--- config.mk ---
export PLATFORM = sky130hd
export DESIGN_NAME = control_sequencer
export DESIGN_NICKNAME = d
export VERILOG_FILES = /design/src/rtl/control_sequencer.sv
export SDC_FILE = /design/constraint.sdc
export NUM_CORES = 1
export LEC_CHECK = 0
export BUFFER_PORTS_ARGS = -buffer_cell sky130_fd_sc_hd__buf_2
export CAP_MARGIN = 20
export CORE_MARGIN = 10
export CORE_UTILIZATION = 44
export CTS_BUF_LIST = sky130_fd_sc_hd__clkbuf_16
export DETAILED_ROUTE_END_ITERATION = 8
export PLACE_DENSITY = 0.83
export SLEW_MARGIN = 30
export SYNTH_ARGS = -nofsm -noshare
export SYNTH_HDL_FRONTEND = slang
export SYNTH_SLANG_ARGS = --single-unit
--- constraint.sdc ---
create_clock -name clk -period 4.25 [get_ports clk]
set_clock_uncertainty 0.1 [all_clocks]
set_input_delay 0.2125 -clock clk [delete_from_list [all_inputs] [get_ports clk]]
set_output_delay 0.2125 -clock clk [all_outputs]
set_load 0.02 [all_outputs]
--- src/rtl/control_sequencer.sv ---
`default_nettype none
// ============================================================================
// Module     : control_sequencer
// Description: Multi-cycle fetch/decode/execute/memory/writeback control FSM
//              that drives the datapath enables for a single-issue CPU.
//              Define INSTR_COUNT_EN to add the retired-instruction counter
//              and its instr_count port.
// Revision   : 1.0
// ============================================================================
module control_sequencer #(
    parameter int MEM_TIMEOUT = 15
) (
    input  logic        clk,
    input  logic        rst,
    input  logic [31:0] instruction,
    input  logic        imem_ready,
    input  logic        dmem_ready,
    input  logic        branch_taken,
    output logic        imem_read,
    output logic        ir_load,
    output logic        pc_enable,
    output logic        pc_src,
    output logic        rf_write_enable,
    output logic        dmem_read_enable,
    output logic        dmem_write_enable,
    output logic        halted,
    output logic        fault,
`ifdef INSTR_COUNT_EN
    output logic [2:0]  state,
    output logic [31:0] instr_count
`else
    output logic [2:0]  state
`endif
);

    typedef enum logic [2:0] {
        S_FETCH     = 3'd0,
        S_DECODE    = 3'd1,
        S_EXECUTE   = 3'd2,
        S_MEMORY    = 3'd3,
        S_WRITEBACK = 3'd4,
        S_HALT      = 3'd5,
        S_FAULT     = 3'd6,
        S_UNUSED    = 3'd7
    } state_t;

    localparam logic [7:0] c_MEM_TIMEOUT = 8'(MEM_TIMEOUT);

    state_t     r_state;
    state_t     w_next;
    logic [7:0] r_mem_cnt;
    logic [7:0] w_cnt_next;

    logic [5:0] w_op;
    logic       w_is_mem;
    logic       w_is_branch;
    logic       w_unused;

    logic w_imem_read, w_ir_load, w_pc_enable, w_pc_src, w_rf_we;
    logic w_dmem_rd, w_dmem_wr, w_halted, w_fault;

    assign w_op        = instruction[31:26];
    assign w_is_mem    = (w_op >= 6'd24) && (w_op <= 6'd27);
    assign w_is_branch = (w_op >= 6'd28);
    assign w_unused    = ^instruction[25:0];

    always_ff @(posedge clk) begin
        if (rst) begin
            r_state   <= S_FETCH;
            r_mem_cnt <= 8'd0;
        end else begin
            r_state   <= w_next;
            r_mem_cnt <= w_cnt_next;
        end
    end

    always_comb begin
        w_next      = r_state;
        w_cnt_next  = r_mem_cnt;
        w_imem_read = 1'b0;
        w_ir_load   = 1'b0;
        w_pc_enable = 1'b0;
        w_pc_src    = 1'b0;
        w_rf_we     = 1'b0;
        w_dmem_rd   = 1'b0;
        w_dmem_wr   = 1'b0;
        w_halted    = 1'b0;
        w_fault     = 1'b0;
        case (r_state)
            S_FETCH: begin
                w_imem_read = 1'b1;
                if (imem_ready) begin
                    w_ir_load = 1'b1;
                    w_next    = S_DECODE;
                end
            end
            S_DECODE: begin
                w_next = (w_op == 6'd0) ? S_HALT : S_EXECUTE;
            end
            S_EXECUTE: begin
                if (w_is_mem) begin
                    w_next     = S_MEMORY;
                    w_cnt_next = 8'd0;
                end else if (w_is_branch) begin
                    w_pc_enable = 1'b1;
                    w_pc_src    = branch_taken;
                    w_next      = S_FETCH;
                end else begin
                    w_next = S_WRITEBACK;
                end
            end
            S_MEMORY: begin
                w_dmem_rd = ~w_op[0];
                w_dmem_wr = w_op[0];
                // A completing access takes priority over the timeout check.
                if (dmem_ready) begin
                    if (w_op[0]) begin
                        w_pc_enable = 1'b1;
                        w_next      = S_FETCH;
                    end else begin
                        w_next = S_WRITEBACK;
                    end
                end else if (r_mem_cnt == c_MEM_TIMEOUT) begin
                    w_next = S_FAULT;
                end else begin
                    w_cnt_next = r_mem_cnt + 8'd1;
                end
            end
            S_WRITEBACK: begin
                w_rf_we     = 1'b1;
                w_pc_enable = 1'b1;
                w_next      = S_FETCH;
            end
            S_HALT:  w_halted = 1'b1;
            S_FAULT: w_fault  = 1'b1;
            default: w_next   = S_FETCH;
        endcase
    end

    // Reset aborts the instruction in flight: no side-effecting enable may fire.
    assign imem_read         = w_imem_read;
    assign ir_load           = w_ir_load   & ~rst;
    assign pc_enable         = w_pc_enable & ~rst;
    assign pc_src            = w_pc_src    & ~rst;
    assign rf_write_enable   = w_rf_we     & ~rst;
    assign dmem_read_enable  = w_dmem_rd   & ~rst;
    assign dmem_write_enable = w_dmem_wr   & ~rst;
    assign halted            = w_halted;
    assign fault             = w_fault;
    assign state             = r_state;

`ifdef INSTR_COUNT_EN
    logic [31:0] r_instr_count;

    always_ff @(posedge clk) begin
        if (rst) begin
            r_instr_count <= 32'd0;
        end else if (pc_enable) begin
            r_instr_count <= r_instr_count + 32'd1;
        end
    end

    assign instr_count = r_instr_count;
`endif

endmodule
`default_nettype wire

==> metrics.cfg <==
[outcome]
status = complete, no violations

[critical_path]
start_kind = register
r2r-start = state[1]$_SDFFE_PP0P_
regToRegSetupSlack_ns = 2.23
crit_path_end_kind = register
cp.arrival_ns = 2.09
critPathCapture = r_mem_cnt[6]$_SDFFE_PP0P_
worst-setup-path-type = register to register
worstRegToRegCells = 5
r2r-end = r_mem_cnt[6]$_SDFFE_PP0P_
cp_data_required_time_ns = 4.32
cp_max_fo = 15
startpoint = state[1]$_SDFFE_PP0P_

[cells_and_area]
nNetsFinal = 153
finalInstanceArea_sq_um = 934.6
antenna_cells = 0
area_growth_pct = 23.27
drive_gt1_frac = 0.2719

[clock_tree]
clock_path_buffers = 2
tritoncts = yes
cts_resized = 0
clockRootBuffer = clkbuf_16
htree_levels = 1
cts_buffers = 3
path_clk_slew_ns = 0.04
post-cts-setup-buffer-count = 0
cts_hold_buf = 0
clkSinkCount = 11
clock_latency_ns = 0.24

[synth]
post-synth-top-area-cell = dfxtp_1
ys.flop_type = dfxtp_1
ys_types = 38
postSynthCellCount = 94
yosysWarningCount = 0
ys_top_cells_by_area = dfxtp_1 29%, xor2_1 6.9%, nor2_1 5.4%
syn_area_sq_um = 758.2
syn_nets = 132
synth_top_area_frac = 0.2904
ys_async_sr_fraction = 0
ys_seq_area_frac = 0.2904
synth_edf_count = 0
synth.avg_cell_area_sq_um = 8.066
ys_ff_latch = 11
synth_common_cells = 11 x dfxtp_1, 11 x nor2_1, 6 x a21oi_1, 6 x o21ai_0, 6 x xor2_1

[placement]
hpwl_um = 1427
place.port_buffers = 22
dpl_cell_area_sq_um = 855.8
globalplace.congestion = 0.7876

[worst_hold_path]
hold_class = input port to register

[power]
peakVddDrop_uv = 351.1
p_leak_nw = 0.4126
power_density_nw_per_um2 = 522.8

[sta]
slew_headroom = 0.6765
rsz0062_at_grt = false
min_period_over_period = 0.4743
maxSlewViolCount = 0
tns_ns = 0
worst-slew-pin-transition_ns = 0.4846
setup_viol = 0
fmax_mhz = 496.1
hold_violations = 0
fin_crit_ns = 2.016

[route]
drt-met1-wl_um = 803
firstDrtPassIters = 4
ant_nets = 0
wl_per_cell_um = 14.84
dr.max_layer_used = met4
vias = 764
wl_um = 1929
via_per_inst = 5.877
dr_wl_met3_um = 222
drtIter0Drc = 14
drc_errors = 0
dr_wl_met2_um = 859

[floorplan]
dieWidth_um = 61.51
ios = 49
num_rows = 14
die_area_sq_um = 3783
start_util = 0.4864
core_area_sq_um = 1559
die_h_um = 61.51

[global_route]
grt_pass1_wl_um = 3022
antenna_found_initial = 0
track_usage = 0.1066
grt_start_max_net_pins = 16
grt-ovfl-total = 0
grt_pass1_vias = 649

[run]
max_cap_violations = 0

==> worst min-delay path by stage <==
stage                                    startpoint                         to  slack (ns)  depth (start not counted)
after floorplan           r_mem_cnt[1]$_SDFFE_PP0P_  r_mem_cnt[1]$_SDFFE_PP0P_        0.35                          2
after global placement    r_mem_cnt[1]$_SDFFE_PP0P_  r_mem_cnt[1]$_SDFFE_PP0P_        0.37                          2
after detailed placement  r_mem_cnt[1]$_SDFFE_PP0P_  r_mem_cnt[1]$_SDFFE_PP0P_        0.37                          2
after CTS                                       rst      state[2]$_SDFFE_PP0P_        0.19                          2
after global routing                            rst      state[2]$_SDFFE_PP0P_        0.21                          2
final                                           rst      state[2]$_SDFFE_PP0P_        0.19                          2
==> cell usage in the layout (no fill, tap or decap), types with 2 or more instances in the layout <==
| cell type | netlist | layout |
|---|---|---|
| clkbuf_16 | 0 | 3 |
| nor2_1 | 11 | 11 |
| nor3b_1 | 3 | 3 |
| a21o_1 | 2 | 2 |
| xor2_1 | 6 | 6 |
| buf_2 | 2 | 22 |
| nand3_1 | 4 | 4 |
| or3_1 | 2 | 2 |
| o21ai_0 | 6 | 6 |
| nand2_1 | 4 | 4 |
| inv_1 | 2 | 3 |
| and3_1 | 5 | 5 |
| nor3_1 | 4 | 4 |
| a21oi_1 | 6 | 6 |
| dfxtp_1 | 11 | 11 |
==> stage by stage <==
| stage | hold WS, ns | utilization | cells | setup WS [ns] | total power [mW] |
|---|---|---|---|---|---|
| 2_1_floorplan | 0.3486 | - | 94 | 2.210 | 0.2770 |
| 6_report | 0.1883 | 0.5995 | 130 | 2.234 | 0.4886 |
| 4_1_cts | 0.1936 | 0.5995 | 130 | 2.262 | 0.4939 |
| 3_3_place_gp | 0.3705 | 0.5490 | 126 | 2.295 | 0.3174 |
| 5_1_grt | 0.2103 | 0.5995 | 130 | 2.072 | 0.5194 |
| 3_5_place_dp | 0.3732 | 0.5490 | 126 | 2.272 | 0.3209 |
==> critical path, stage by stage (launching register included) <==
cell and delay (ns):
dfxtp_1 0.59, nor2b_2 0.32, and4_1 0.36, nor2_2 0.08, or3_1 0.35, a21oi_1 0.14
==> sequential cells by signal (all words and copies together) (netlist names) <==
| register | cells |
|---|---|
| r_mem_cnt | 8 |
| state | 3 |
==> layer usage <==
layer	track usage	up-vias
met2	0.1537	28
met1	0.1284	346
met3	0.04321	5
met5	0	-
met4	0.06688	0
li1	-	385
==> power breakdown <==
group | switching [mW] | internal [mW]
registers | 0.0368 | 0.115
clock network | 0.0455 | 0.123
logic | 0.0993 | 0.0691
==> cell families after synthesis <==
group,count (synthesis),share of synthesized area
simple gates,44,0.3367
compound gates,23,0.2228
flops,11,0.2904
buf+inv,8,0.05281
xor+xnor,7,0.08086
fa+ha+maj,1,0.01650
==> cell type report <==
class	instances	area [sq um]
fillers	136	624.3
multi-input cells	75	498.0
flip-flops and latches	11	220.2
repair buffers	22	110.1
clock buffers	3	75.07
well taps	16	20.02
inverters	2	7.507
clock inverters	1	3.754
Note: power is estimated with default switching activity, not from simulation.
